## config.mk

```make
export PLATFORM = sky130hd
export DESIGN_NAME = mc_sequencer
export DESIGN_NICKNAME = d
export VERILOG_FILES = /design/src/rtl/mc_sequencer.sv
export SDC_FILE = /design/constraint.sdc
export NUM_CORES = 1
export LEC_CHECK = 0
export CORE_MARGIN = 2
export CORE_UTILIZATION = 50
export CTS_BUF_LIST = sky130_fd_sc_hd__clkbuf_16
export CTS_CLUSTER_SIZE = 30
export DETAILED_ROUTE_END_ITERATION = 12
export DONT_BUFFER_PORTS = 1
export GPL_TIMING_DRIVEN = 0
export MAX_ROUTING_LAYER = met4
export PLACE_DENSITY = 0.67
export SKIP_LAST_GASP = 1
export SLEW_MARGIN = 20
export SYNTH_ARGS = -nofsm -noshare
export SYNTH_HDL_FRONTEND = slang
export SYNTH_SLANG_ARGS = --single-unit
```

## constraint.sdc

```tcl
create_clock -name clk -period 1.99 [get_ports clk]
set_clock_uncertainty 0.05 [all_clocks]
set_input_delay 0.2985 -clock clk [delete_from_list [all_inputs] [get_ports clk]]
set_output_delay 0.2985 -clock clk [all_outputs]
set_load 0.05 [all_outputs]
```

## src/rtl/mc_sequencer.sv

```systemverilog
// Multi-cycle control sequencer for the shared-port RV32I core.
// It steps each instruction through FETCH/DECODE/EXEC/MEM/WB. It decides when the
// IR, PC and register file are written, and when memory requests are raised.
// It counts retired instructions. It halts on an illegal opcode, on ECALL/EBREAK,
// or when a memory ack does not arrive in time.
module mc_sequencer #(
  parameter int MEM_TIMEOUT = 15,
  parameter int CNT_W       = 32
) (
  input  logic             clk,
  input  logic             rst_n,
  input  logic [6:0]       opecode,
  input  logic [2:0]       func3,
  input  logic [1:0]       COMPRes,
  input  logic             imem_ack,
  input  logic             dmem_ack,
  output logic             imem_req,
  output logic             dmem_req,
  output logic             dmem_we,
  output logic             ir_we,
  output logic             pc_we,
  output logic             pc_sel,
  output logic             reg_we,
  output logic [2:0]       state,
  output logic             halted,
  output logic [1:0]       halt_cause,
  output logic [CNT_W-1:0] retire_cnt
);

  typedef enum logic [2:0] {
    S_FETCH  = 3'd0,
    S_DECODE = 3'd1,
    S_EXEC   = 3'd2,
    S_MEM    = 3'd3,
    S_WB     = 3'd4,
    S_HALT   = 3'd5
  } state_t;

  localparam logic [1:0] CAUSE_ILLEGAL = 2'b01;
  localparam logic [1:0] CAUSE_SYSTEM  = 2'b10;
  localparam logic [1:0] CAUSE_TIMEOUT = 2'b11;

  // The counter holds the number of ack-less cycles already spent in this state.
  // The request times out on the cycle that would make it reach MEM_TIMEOUT.
  localparam logic [7:0] WAIT_LAST = 8'(MEM_TIMEOUT - 1);

  state_t           state_r;
  state_t           next_s;
  logic [7:0]       wait_cnt_r;
  logic [1:0]       halt_cause_r;
  logic [1:0]       cause_next_s;
  logic             halted_r;
  logic [CNT_W-1:0] retire_cnt_r;

  logic is_load_s, is_store_s, is_branch_s, is_jal_s, is_jalr_s;
  logic is_system_s, is_alu_s, legal_s;

  logic imem_req_s, dmem_req_s, dmem_we_s, ir_we_s, pc_we_s, reg_we_s, pc_sel_s;

  // Branch condition from func3 and the comparator result (00 eq, 01 less).
  function automatic logic branch_taken(input logic [2:0] f3, input logic [1:0] cmp);
    logic eq_v;
    logic lt_v;
    logic tk_v;
    eq_v = (cmp == 2'b00);
    lt_v = (cmp == 2'b01);
    case (f3)
      3'b000:         tk_v = eq_v;
      3'b001:         tk_v = !eq_v;
      3'b100, 3'b110: tk_v = lt_v;
      3'b101, 3'b111: tk_v = !lt_v;
      default:        tk_v = 1'b0;
    endcase
    return tk_v;
  endfunction

  // Classify the latched instruction by its major opcode.
  always_comb begin
    is_load_s   = 1'b0;
    is_store_s  = 1'b0;
    is_branch_s = 1'b0;
    is_jal_s    = 1'b0;
    is_jalr_s   = 1'b0;
    is_system_s = 1'b0;
    is_alu_s    = 1'b0;
    if (opecode[1:0] == 2'b11) begin
      case (opecode[6:2])
        5'b00000: is_load_s   = 1'b1;
        5'b01000: is_store_s  = 1'b1;
        5'b11000: is_branch_s = 1'b1;
        5'b11011: is_jal_s    = 1'b1;
        5'b11001: is_jalr_s   = 1'b1;
        5'b11100: is_system_s = 1'b1;
        5'b01100, 5'b00100, 5'b01101, 5'b00101: is_alu_s = 1'b1;
        default: is_alu_s = 1'b0;
      endcase
    end else begin
      is_alu_s = 1'b0;
    end
    legal_s = is_load_s | is_store_s | is_branch_s | is_jal_s | is_jalr_s |
              is_system_s | is_alu_s;
  end

  // Next-state, halt cause and raw strobe decode for the current state.
  always_comb begin
    next_s       = state_r;
    cause_next_s = halt_cause_r;
    imem_req_s   = 1'b0;
    dmem_req_s   = 1'b0;
    dmem_we_s    = 1'b0;
    ir_we_s      = 1'b0;
    pc_we_s      = 1'b0;
    reg_we_s     = 1'b0;
    pc_sel_s     = 1'b0;
    case (state_r)
      S_FETCH: begin
        imem_req_s = 1'b1;
        if (imem_ack) begin
          ir_we_s = 1'b1;
          next_s  = S_DECODE;
        end else if (wait_cnt_r >= WAIT_LAST) begin
          next_s       = S_HALT;
          cause_next_s = CAUSE_TIMEOUT;
        end else begin
          next_s = S_FETCH;
        end
      end
      S_DECODE: begin
        if (!legal_s) begin
          next_s       = S_HALT;
          cause_next_s = CAUSE_ILLEGAL;
        end else if (is_system_s) begin
          next_s       = S_HALT;
          cause_next_s = CAUSE_SYSTEM;
        end else begin
          next_s = S_EXEC;
        end
      end
      S_EXEC: begin
        if (is_load_s || is_store_s) begin
          next_s = S_MEM;
        end else if (is_branch_s) begin
          pc_we_s  = 1'b1;
          pc_sel_s = branch_taken(func3, COMPRes);
          next_s   = S_FETCH;
        end else begin
          next_s = S_WB;
        end
      end
      S_MEM: begin
        dmem_req_s = 1'b1;
        dmem_we_s  = is_store_s;
        if (dmem_ack) begin
          if (is_store_s) begin
            pc_we_s = 1'b1;
            next_s  = S_FETCH;
          end else begin
            next_s = S_WB;
          end
        end else if (wait_cnt_r >= WAIT_LAST) begin
          next_s       = S_HALT;
          cause_next_s = CAUSE_TIMEOUT;
        end else begin
          next_s = S_MEM;
        end
      end
      S_WB: begin
        reg_we_s = 1'b1;
        pc_we_s  = 1'b1;
        pc_sel_s = is_jal_s | is_jalr_s;
        next_s   = S_FETCH;
      end
      S_HALT: begin
        next_s = S_HALT;
      end
      default: begin
        next_s = S_FETCH;
      end
    endcase
  end

  // Strobes are killed combinationally while reset is held, so an abandoned request drops at once.
  always_comb begin
    imem_req = rst_n & imem_req_s;
    dmem_req = rst_n & dmem_req_s;
    dmem_we  = rst_n & dmem_we_s;
    ir_we    = rst_n & ir_we_s;
    pc_we    = rst_n & pc_we_s;
    reg_we   = rst_n & reg_we_s;
    pc_sel   = pc_sel_s;
  end

  // State, wait counter, halt status and retire counter registers.
  always_ff @(posedge clk) begin
    if (!rst_n) begin
      state_r      <= S_FETCH;
      wait_cnt_r   <= 8'd0;
      halt_cause_r <= 2'b00;
      halted_r     <= 1'b0;
      retire_cnt_r <= '0;
    end else begin
      state_r      <= next_s;
      halt_cause_r <= cause_next_s;
      halted_r     <= (next_s == S_HALT);
      if (next_s != state_r) begin
        wait_cnt_r <= 8'd0;
      end else if ((state_r == S_FETCH && !imem_ack) || (state_r == S_MEM && !dmem_ack)) begin
        wait_cnt_r <= wait_cnt_r + 8'd1;
      end else begin
        wait_cnt_r <= wait_cnt_r;
      end
      if (pc_we_s) begin
        retire_cnt_r <= retire_cnt_r + CNT_W'(1);
      end else begin
        retire_cnt_r <= retire_cnt_r;
      end
    end
  end

  assign state      = state_r;
  assign halted     = halted_r;
  assign halt_cause = halt_cause_r;
  assign retire_cnt = retire_cnt_r;

endmodule
```

==> summary.md, run 1 <==
| Metric | Value |
|---|---|
| Status | `complete, but fails checks` |
| Failing checks | `setup timing` |
| Final Core Density | `0.674` |
| RSZ-0062 raised after global routing | `true` |
| WHS | `0.0753 ns` |
| Final clock period utilization by the worst path | `1.23` |
| Vias per inst | `6.26` |
| Mapped Cells | `311` |
| Row cnt | `25` |
| Crit path launch type | `flop` |
| Total GRT Usage | `0.236` |
| Remaining global-route overflow | `0` |
| Final Setup Violations | `43` |
| CP arrival | `2.09 ns` |
| Final Hold Violating Endpoints | `0` |
| Achievable Freq | `410 MHz` |
| Number of nets still failing antenna checks after routing | `0` |
| Total Power | `0.00200 W` |
| Psw | `0.000522 W` |
| Sw Share | `0.261` |
| Chip height | `75.2 um` |
| Hold buffers post-CTS | `0` |
| Max Root-Sink Buffers | `2` |
| Register bit count reported by yosys | `46` |
| Antenna diode count | `0` |
| Ys async rst share | `0` |
| Clk pwr share | `0.397` |
| Share of layout cells above drive strength 1 | `0.271` |
| First-pass GRT wire length | `10100 um` |
| Number of flops mapped to enable cells by yosys | `0` |
| CTS H-tree depth | `2` |
| DRT iter0 DRCs | `142` |
| HP Class | `in2reg` |
| PD cells | `616 mW/mm2` |
| Commonest cells after routing, fill and taps aside | `31 x a21oi_1, 20 x dfxtp_1, 19 x nor2_1, 19 x nand2_1, 19 x dfxtp_4` |
| Worst setup EP type | `output pin` |
| Routed len/inst | `16.5 um` |
| Clk root buf | `clkbuf_16` |
| Mapped Avg Cell Area | `8.15 um2` |
| CP peak stage delay | `0.53 ns` |
| Worst setup margin | `-0.450 ns` |
| Die area | `0.00566 mm2` |
| Drt drc | `0` |
| Total number of vias | `2546` |
| Worst skew pair latency | `0.28 ns` |
| IO Port Bufs | `0` |
| Leakage power | `1.06 nW` |
| Final GP Congestion | `0.876` |
| Largest area contributor in the netlist | `dfxtp_1` |
| Sequential share of power | `0.483` |
| Cell chain of the critical path | `or3b_4 > or4_4 > a21oi_4` |
| 1st-pass router iterations | `5` |
| Combinational share of power | `0.120` |
| CP Max Fanout | `7` |
| Clk sinks | `46` |
| Post-synth cell types | `53` |
| CTS tree | `yes` |
| Required @ worst endpoint | `1.64 ns` |
| Worst setup path category | `reg2out` |
| Initial antenna violation count | `0` |
| I/O pin total | `61` |
| Initial Utilization | `0.526` |
| Most common flop cell mapped by yosys | `dfxtp_1` |
| Rel. slew slack | `0.492` |
| Nets | `358` |
| Most common cell after layout, fill and taps aside | `a21oi_1` |
| Vias in the first global route | `2126` |
| Total CTS buffers | `5` |
| Internal Pwr Total | `0.00148 W` |
| Post-route minimum period | `2.44 ns` |
| Post-Syn Nets | `330` |
| Cell Area, Synth | `0.00253 mm2` |
| Dpl hpwl | `4470 um` |
| Slowest-stage cell, CP | `or4_4` |
| Pin count of the biggest net entering global routing | `15` |
| Synthesis warning total | `0` |
| WL final | `6720 um` |
| Setup Slack @ Placement | `-0.382 ns` |
| Max-cap violation count | `0` |
| Core area | `0.00482 mm2` |
| DIE WIDTH | `75.2 um` |
| Cell Count, Final, Fillers Out | `407` |
| Final Max Slew Viols | `0` |
| Share of the synthesized area in the top cell type | `0.363` |
| Placed Cells | `378` |
| Seq/Total Area, Yosys | `0.363` |
| Slew @ Worst Pin | `0.756 ns` |
| Area growth, synth to finish | `28.0%` |
| Synth area leaders | `dfxtp_1 36%, a21oi_1 6.9%, or4_1 5.0%` |
| Clk slew on worst S/H paths | `0.06 ns` |
| IR drop worst, VDD | `466 uV` |
area by class of cell:
| cell class | instances | area [um2] |
|---|---|---|
| buffer | 14 | 126 |
| clock buffer | 5 | 125 |
| clock inverter | 3 | 13.8 |
| fill | 427 | 1570 |
| inverter | 12 | 45.0 |
| multi-input combinational | 239 | 1660 |
| sequential | 46 | 1000 |
| tap | 67 | 83.8 |
| timing repair buffer | 21 | 185 |
kinds of logic (layout without fill, tap and decap cells):
family                   Yosys count  after routing  share of synthesized area
AND/OR/NAND/NOR                  135            135                      0.309
AO/OA/AOI/OAI                     90             90                      0.233
flip-flops                        46             46                      0.363
buffers and inverters             26             55                     0.0405
XOR/XNOR                          10             10                     0.0346
adder cells (fa/ha/maj)            3              3                     0.0148
multiplexers                       1              1                    0.00395
per-stage QoR:
stage | setup TNS [ns] | cell area, um2
floorplan | -0.313 | 2680
global placement | -9.02 | 2770
detailed placement | -9.27 | 2770
CTS | -8.39 | 3060
global route | -10.39 | 3240
finish | -6.66 | 3240
worst paths after layout:
kind	slack, ns	to	from	cells past startpoint
max	-0.45	pc_sel	state[1]	3
max reg2reg	-0.27	retire_cnt[31]	state[1]	8
min	0.08	retire_cnt[13]	rst_n	1
min reg2reg	0.47	wait_cnt_r[7]	wait_cnt_r[7]	2
power groups by stage:
| stage | registers (W) | clock network [W] | logic (W) |
|---|---|---|---|
| 2_1_floorplan | 0.000985 | 0 | 0.000148 |
| 3_3_place_gp | 0.000990 | 0 | 0.000176 |
| 3_5_place_dp | 0.000990 | 0 | 0.000175 |
| 4_1_cts | 0.000965 | 0.000815 | 0.000204 |
| 5_1_grt | 0.000968 | 0.000854 | 0.000260 |
| 6_report | 0.000966 | 0.000793 | 0.000240 |
cell usage after synthesis, types with 2 or more instances:
cell type / n
a21oi_1: 35
a22oi_1: 2
and2_1: 6
and3_1: 6
and4_1: 3
buf_2: 3
clkbuf_1: 9
dfxtp_1: 46
ha_1: 3
inv_1: 11
nand2_1: 19
nand3_1: 15
nand3b_1: 2
nand4_1: 12
nand4b_1: 3
nor2_1: 21
nor2b_1: 3
nor3_1: 3
nor4_1: 4
o21a_1: 2
o21ai_0: 16
o221a_2: 2
o311ai_0: 2
o31ai_1: 16
or3_1: 14
or4_1: 17
or4b_1: 2
xnor2_1: 2
xor2_1: 8
layer usage:
| metal | share of wire | wire length, um | track usage |
|---|---|---|---|
| met1 | 0.43 | 2900 | 0.311 |
| met2 | 0.49 | 3300 | 0.370 |
| met3 | 0.071 | 478 | 0.0549 |
| met4 | 0.0064 | 43 | 0.0507 |
| met5 | 0 | 0 | - |
critical path: cells and delay by family, from the launching register on:
family	cells	cell delay [ns]
flip-flops	1	0.48
AND/OR/NAND/NOR	2	0.97
AO/OA/AOI/OAI	1	0.36
what timing repair did:
action | in CTS | in global routing
pin swaps | 10 | 11
gates cloned | 0 | 1
buffers inserted | 8 | 12
gates resized for setup | 23 | 31
setup endpoints to repair | 46 | 44
state kept, by name (all words and copies together) (netlist names):
| signal | cells |
|---|---|
| wait_cnt_r | 8 |
| retire_cnt | 32 |
| halted | 1 |
| halt_cause | 2 |
| state | 3 |
No activity file was read; power rests on OpenSTA's default activity.
==> run 2, diff against run 1 <==
--- a/config.mk
+++ b/config.mk
@@ -14,7 +14,6 @@
 export GPL_TIMING_DRIVEN = 0
 export MAX_ROUTING_LAYER = met4
 export PLACE_DENSITY = 0.67
-export SKIP_LAST_GASP = 1
 export SLEW_MARGIN = 20
 export SYNTH_ARGS = -nofsm -noshare
 export SYNTH_HDL_FRONTEND = slang
==> summary.md, run 2 (synthesis results as in run 1) <==
| Metric | Value |
|---|---|
| Status | `complete, but fails checks` |
| Failing checks | `setup timing` |
| Pin count of the biggest net entering global routing | `15 (unchanged)` |
| Worst R2R End | `retire_cnt[17]` |
| Crit path max-delay family | `simple AND/OR/NAND/NOR gates` |
| Remaining global-route overflow | `0 (unchanged)` |
| Vias in the first global route | `2160 (+1.6%)` |
| Chip height | `75.2 um (unchanged)` |
| CTS H-tree depth | `2 (unchanged)` |
| Worst path depth | `3 (unchanged)` |
| Psw | `0.000530 W (+1.6%)` |
| Post-route minimum period | `2.45 ns (+0.0112 ns)` |
| Drt drc | `0 (unchanged)` |
| Sequential share of power | `0.485 (+0.002)` |
| Required @ worst endpoint | `1.64 ns (about the same)` |
| Worst setup endpoint | `pc_sel` |
| Final Setup Violations | `43 (unchanged)` |
| Achievable Freq | `408 MHz (-0.46%)` |
| PD cells | `578 mW/mm2 (-6.2%)` |
| Leakage power | `1.07 nW (+0.77%)` |
| Number of nets still failing antenna checks after routing | `0 (unchanged)` |
| Total GRT Usage | `0.239 (+0.00342)` |
| Clk sinks | `46 (unchanged)` |
| Die area | `0.00566 mm2 (unchanged)` |
| Initial Utilization | `0.526 (unchanged)` |
| Antenna diode count | `0 (unchanged)` |
| Initial antenna violation count | `0 (unchanged)` |
| Final Core Density | `0.714 (+0.0403)` |
| DRT iter0 DRCs | `150 (+5.6%)` |
| I/O pin total | `61 (unchanged)` |
| Sw Share | `0.267 (+0.00583)` |
| IR drop worst, VDD | `458 uV (-1.9%)` |
| Combinational share of power | `0.112 (-0.008)` |
| Crit path launch type | `flop` |
| Worst setup EP type | `output pin` |
| Final clock period utilization by the worst path | `1.23 (+0.00564)` |
| IO Port Bufs | `0 (unchanged)` |
| Cell chain of the critical path | `or3b_4 > or4_4 > a21oi_4` |
| DIE WIDTH | `75.2 um (unchanged)` |
| WL final | `7230 um (+7.6%)` |
| Slew @ Worst Pin | `0.830 ns (+0.0743 ns)` |
| Final Max Slew Viols | `0 (unchanged)` |
| 1st-pass router iterations | `4 (-1)` |
| Worst setup margin | `-0.462 ns (-0.0112 ns)` |
| Total CTS buffers | `5 (unchanged)` |
| Clk pwr share | `0.402 (+0.005)` |
| Final Hold Violating Endpoints | `0 (unchanged)` |
| Total number of vias | `2625 (+3.1%)` |
| Core area | `0.00482 mm2 (unchanged)` |
| Internal Pwr Total | `0.00146 W (-1.4%)` |
| First-pass GRT wire length | `10300 um (+1.4%)` |
| Max-cap violation count | `0 (unchanged)` |
| Crit path from | `state[1]` |
| Minimum setup slack among reg-to-reg paths | `-0.32 ns (-0.05 ns)` |
| Clk slew on worst S/H paths | `0.06 ns (about the same)` |
| Worst setup path category | `reg2out` |
| Filler cells | `393 (-8.0%)` |
| Crit path buffers/inverters | `0 (unchanged)` |
| Max Root-Sink Buffers | `2 (unchanged)` |
| Dpl hpwl | `4470 um (unchanged)` |
| Clk root buf | `clkbuf_16` |
| Row cnt | `25 (unchanged)` |
| CP arrival | `2.10 ns (about the same)` |
| Slowest-stage cell, CP | `or4_4` |
| Rel. slew slack | `0.446 (-0.0465)` |
| Commonest cells after routing, fill and taps aside | `21 x a21oi_1, 21 x dfxtp_4, 19 x nor2_1, 19 x nand2_1` |
| CP Max Fanout | `7 (unchanged)` |
| Nets | `356 (-0.56%)` |
| Max reg flops | `32 (unchanged)` |
| Setup Slack @ Placement | `-0.382 ns (unchanged)` |
| Routed len/inst | `17.8 um (+8.1%)` |
| Area growth, synth to finish | `35.6%` |
| Reg2Reg Depth | `7 (-1)` |
| CP peak stage delay | `0.53 ns (about the same)` |
| Hold buffers post-CTS | `0 (unchanged)` |
| HP Class | `in2reg` |
| Worst skew pair latency | `0.28 ns (about the same)` |
| WHS | `0.0741 ns (-0.00121 ns)` |
| Vias per inst | `6.48 (+3.6%)` |
| R2R Path Start | `state[1]` |
| CTS tree | `yes` |
| Share of layout cells above drive strength 1 | `0.370 (+0.0992)` |
| RSZ-0062 raised after global routing | `true` |
| Final GP Congestion | `0.876 (unchanged)` |
==> run 2: changes by cell type in the layout (fill, tap and decap cells not counted), moves of 6 or more <==
| cell | change |
|---|---|
| o31ai_1 | -12 |
| a21oi_1 | -10 |
| a21oi_2 | +10 |
| or4_1 | -8 |
| or4_4 | +8 |
| o21ai_0 | -6 |
| o21ai_1 | +6 |
| o31ai_2 | +6 |
| o31ai_4 | +6 |
==> run 2: worst min path at each step <==
stage,start,end,slack [ns],cells after the start
after CTS,rst_n,retire_cnt[13],0.07,1
after floorplan,rst_n,state[1],0.37,1
after global placement,rst_n,retire_cnt[13],0.37,1
final,rst_n,retire_cnt[13],0.07,1
after detailed placement,rst_n,retire_cnt[13],0.37,1
after global routing,rst_n,retire_cnt[13],0.07,1
==> run 2: what timing repair did <==
item,in CTS,in global routing
pin swaps,13,28
setup buffers,8,11
gates resized for setup,41,60
endpoints found under the setup margin,46,45
gates cloned,0,2
==> run 2: cell type report <==
cell class | count | area [um2] | share of cell area
buffer | 13 | 119 | 0.0346
clock buffer | 5 | 125 | 0.0364
clock inverter | 3 | 13.8 | 0.00400
inverter | 12 | 45.0 | 0.0131
multi-input combinational | 240 | 1870 | 0.545
sequential | 46 | 1010 | 0.294
tap | 67 | 83.8 | 0.0244
timing repair buffer | 19 | 166 | 0.0484
==> run 2: power by group through the flow <==
stage | Sequential, W | Combinational (W) | Clock, W
3_5_place_dp | 0.000990 | 0.000175 | 0
4_1_cts | 0.000965 | 0.000209 | 0.000815
5_1_grt | 0.000966 | 0.000242 | 0.000855
6_report | 0.000964 | 0.000224 | 0.000800
2_1_floorplan | 0.000985 | 0.000148 | 0
3_3_place_gp | 0.000990 | 0.000176 | 0
==> run 2: per-layer routing <==
layer,vias to the layer above,GRT usage,wire (um)
met5,-,-,0
met3,15,0.0549,440
met2,95,0.383,3630
li1,1257,-,-
met4,0,0.0526,94
met1,1258,0.309,3060
==> run 2: stage by stage <==
| stage | instance area [um2] | cells | setup TNS [ns] | power (W) |
|---|---|---|---|---|
| global placement | 2770 | 378 | -9.02 | 0.00117 |
| global route | 3440 | 405 | -10.70 | 0.00206 |
| detailed placement | 2770 | 378 | -9.27 | 0.00117 |
| floorplan | 2680 | 311 | -0.313 | 0.00113 |
| finish | 3440 | 405 | -7.29 | 0.00199 |
| CTS | 3110 | 394 | -4.91 | 0.00199 |
==> run 3, diff against run 2 <==
--- a/config.mk
+++ b/config.mk
@@ -13,7 +13,7 @@
 export DONT_BUFFER_PORTS = 1
 export GPL_TIMING_DRIVEN = 0
 export MAX_ROUTING_LAYER = met4
-export PLACE_DENSITY = 0.67
+export PLACE_DENSITY = 0.64
 export SLEW_MARGIN = 20
 export SYNTH_ARGS = -nofsm -noshare
 export SYNTH_HDL_FRONTEND = slang
==> constraint.sdc (replaced) <==
create_clock -name clk -period 2.8 [get_ports clk]
set_clock_uncertainty 0.05 [all_clocks]
set_input_delay 0.42 -clock clk [delete_from_list [all_inputs] [get_ports clk]]
set_output_delay 0.42 -clock clk [all_outputs]
set_load 0.05 [all_outputs]
==> summary.md, run 3 (synthesis results as in run 1) <==
| Metric | Value |
|---|---|
| Clk slew on worst S/H paths | `0.06 ns (about the same)` |
| DRT iter0 DRCs | `112 (-25%)` |
| Achievable Freq | `370 MHz` |
| IO Port Bufs | `0 (unchanged)` |
| CTS H-tree depth | `2 (unchanged)` |
| Reg2Reg Depth | `6 (-1)` |
| Worst setup margin | `0.0968 ns (+0.558 ns)` |
| CP arrival | `2.23 ns (+0.13 ns)` |
| I/O pin total | `61 (unchanged)` |
| Max reg flops | `32 (unchanged)` |
| IR drop worst, VDD | `356 uV (-22%)` |
| Initial antenna violation count | `0 (unchanged)` |
| Minimum setup slack among reg-to-reg paths | `0.26 ns (+0.58 ns)` |
| Required @ worst endpoint | `2.33 ns (+0.69 ns)` |
| Finished Cell Area | `0.00286 mm2 (-17%)` |
| Total number of vias | `2423 (-7.7%)` |
| Final clock period utilization by the worst path | `0.965` |
| Worst R2R End | `retire_cnt[17]` |
| Chip height | `75.2 um (unchanged)` |
| Core area | `0.00482 mm2 (unchanged)` |
| CP peak stage delay | `0.49 ns (-0.04 ns)` |
| Filler cells | `467 (+19%)` |
| Routed len/inst | `16.4 um (-8.1%)` |
| Setup Slack @ Placement | `-0.332 ns (+0.0497 ns)` |
| Cell chain of the critical path | `or3b_4 > o22ai_2 > a21oi_1 > buf_2 > clkbuf_4 > nor2_4` |
| Dpl hpwl | `4420 um (-1.2%)` |
| Leakage power | `0.869 nW (-19%)` |
| Final Max Slew Viols | `0 (unchanged)` |
| Slowest-stage cell, CP | `dfxtp_4` |
| First-pass GRT wire length | `9890 um (-3.8%)` |
| Max Root-Sink Buffers | `2 (unchanged)` |
| Final Setup Violations | `0 (-100%)` |
| Placed Cells | `378 (unchanged)` |
| Hold path endpoint | `state[1]` |
| Status | `finished clean` |
| WL final | `6330 um (-12%)` |
| Vias per inst | `6.28 (-3.2%)` |
| HP Class | `in2reg` |
| Sw Share | `0.262 (-0.00471)` |
| Total negative slack | `0 ns (+7.29 ns)` |
| 1st-pass router iterations | `4 (unchanged)` |
| Pin count of the biggest net entering global routing | `15 (unchanged)` |
| Worst setup path category | `reg2out` |
| CTS tree | `yes` |
| Rel. slew slack | `0.426 (-0.0198)` |
| Hold Path Depth | `1 (unchanged)` |
| Die area | `0.00566 mm2 (unchanged)` |
| Area growth, synth to finish | `12.7%` |
| R2R Path Start | `retire_cnt[2]` |
| Psw | `0.000366 W (-31%)` |
| CP Max Fanout | `10 (+3)` |
| Total CTS buffers | `5 (unchanged)` |
| Initial Utilization | `0.526 (unchanged)` |
| Crit path launch type | `flop` |
| Row cnt | `25 (unchanged)` |
| Sequential share of power | `0.501 (+0.016)` |
| Commonest cells after routing, fill and taps aside | `34 x a21oi_1, 31 x dfxtp_1, 20 x nor2_1` |
| Internal Pwr Total | `0.00103 W (-29%)` |
| Drt drc | `0 (unchanged)` |
| Post-CTS Setup Inserts | `0 (-8)` |
| Total GRT Usage | `0.231 (-0.00848)` |
| Clk pwr share | `0.410 (+0.008)` |
| Hold Crit Start | `rst_n` |
| Total Power | `0.00140 W (-30%)` |
| Most common cell after layout, fill and taps aside | `a21oi_1` |
| Antenna diode count | `0 (unchanged)` |
| Share of layout cells above drive strength 1 | `0.135 (-0.235)` |
| Post-route minimum period | `2.70 ns` |
| Clk sinks | `46 (unchanged)` |
| Final GP Congestion | `0.955 (+9.0%)` |
| Slew @ Worst Pin | `0.852 ns (+0.0215 ns)` |
| Combinational share of power | `0.089 (-0.023)` |
| Worst skew pair latency | `0.28 ns (about the same)` |
| Hold buffers post-CTS | `0 (unchanged)` |
| Worst setup EP type | `output pin` |
| Final Hold Violating Endpoints | `0 (unchanged)` |
| Remaining global-route overflow | `0 (unchanged)` |
| DIE WIDTH | `75.2 um (unchanged)` |
| Max-cap violation count | `0 (unchanged)` |
| Nets | `337 (-5.3%)` |
| Cell Count, Final, Fillers Out | `386 (-4.7%)` |
| Placed cell area | `0.00265 mm2 (-4.3%)` |
| Number of nets still failing antenna checks after routing | `0 (unchanged)` |
| PD cells | `489 mW/mm2 (-15%)` |
| Clk root buf | `clkbuf_16` |
| Vias in the first global route | `2162 (+0.093%)` |
## run 3: cell count changes in the layout (fill, tap and decap cells not counted), sizes merged
cell,before,now
inv,13,12
nand3,16,15
clkinvlp,0,1
buf,24,3
clkbuf,13,16
## run 3: cell type report
cell class	count	area, um2	share of cell area
Clock inverter	3	16.3	0.00569
Clock buffer	5	125	0.0438
Buffer	14	65.1	0.0228
Sequential cell	46	945	0.331
Tap cell	67	83.8	0.0293
Multi-Input combinational cell	239	1580	0.552
Inverter	12	45.0	0.0158
## run 3: critical path, delay by kind of cell, from the launching register on
kind | cells | cell delay [ns]
AO/OA/AOI/OAI | 2 | 0.30
buffers and inverters | 2 | 0.42
flip-flops | 1 | 0.49
AND/OR/NAND/NOR | 2 | 0.74
## run 3: how the worst max path moves through the flow
stage | from | to | slack, ns | cells after the start
floorplan | state[1] | ir_we | -0.03 | 3
global placement | state[2] | pc_we | -0.37 | 7
detailed placement | state[2] | pc_we | -0.33 | 7
CTS | state[2] | pc_we | -0.12 | 7
global route | state[1] | pc_we | -0.00009 | 6
finish | state[1] | pc_we | 0.1 | 6
## run 3: metrics by stage
step | hold WS [ns] | util
3_3_place_gp | 0.445 | 0.548
4_1_cts | 0.199 | 0.584
2_1_floorplan | 0.429 | -
6_report | 0.201 | 0.593
3_5_place_dp | 0.454 | 0.549
5_1_grt | 0.195 | 0.593
## run 3: power groups by stage
stage / sequential (W) / combinational (W) / clock, W
floorplan: 0.000712 / 0.0000951 / 0
global placement: 0.000716 / 0.000115 / 0
detailed placement: 0.000715 / 0.000117 / 0
CTS: 0.000701 / 0.000120 / 0.000588
global route: 0.000701 / 0.000137 / 0.000616
finish: 0.000700 / 0.000125 / 0.000573
## run 3: metal layers
layer | vias up | global-route usage | share of wire
met1 | 1147 | 0.296 | 0.46
met5 | - | - | 0
met4 | 0 | 0.0468 | 0.0060
met2 | 63 | 0.365 | 0.48
li1 | 1209 | - | -
met3 | 4 | 0.0643 | 0.057
## run 3: what timing repair did
action	in CTS	in global routing
endpoints found under the setup margin	19	11
gates resized for setup	8	22
pin swaps	1	1
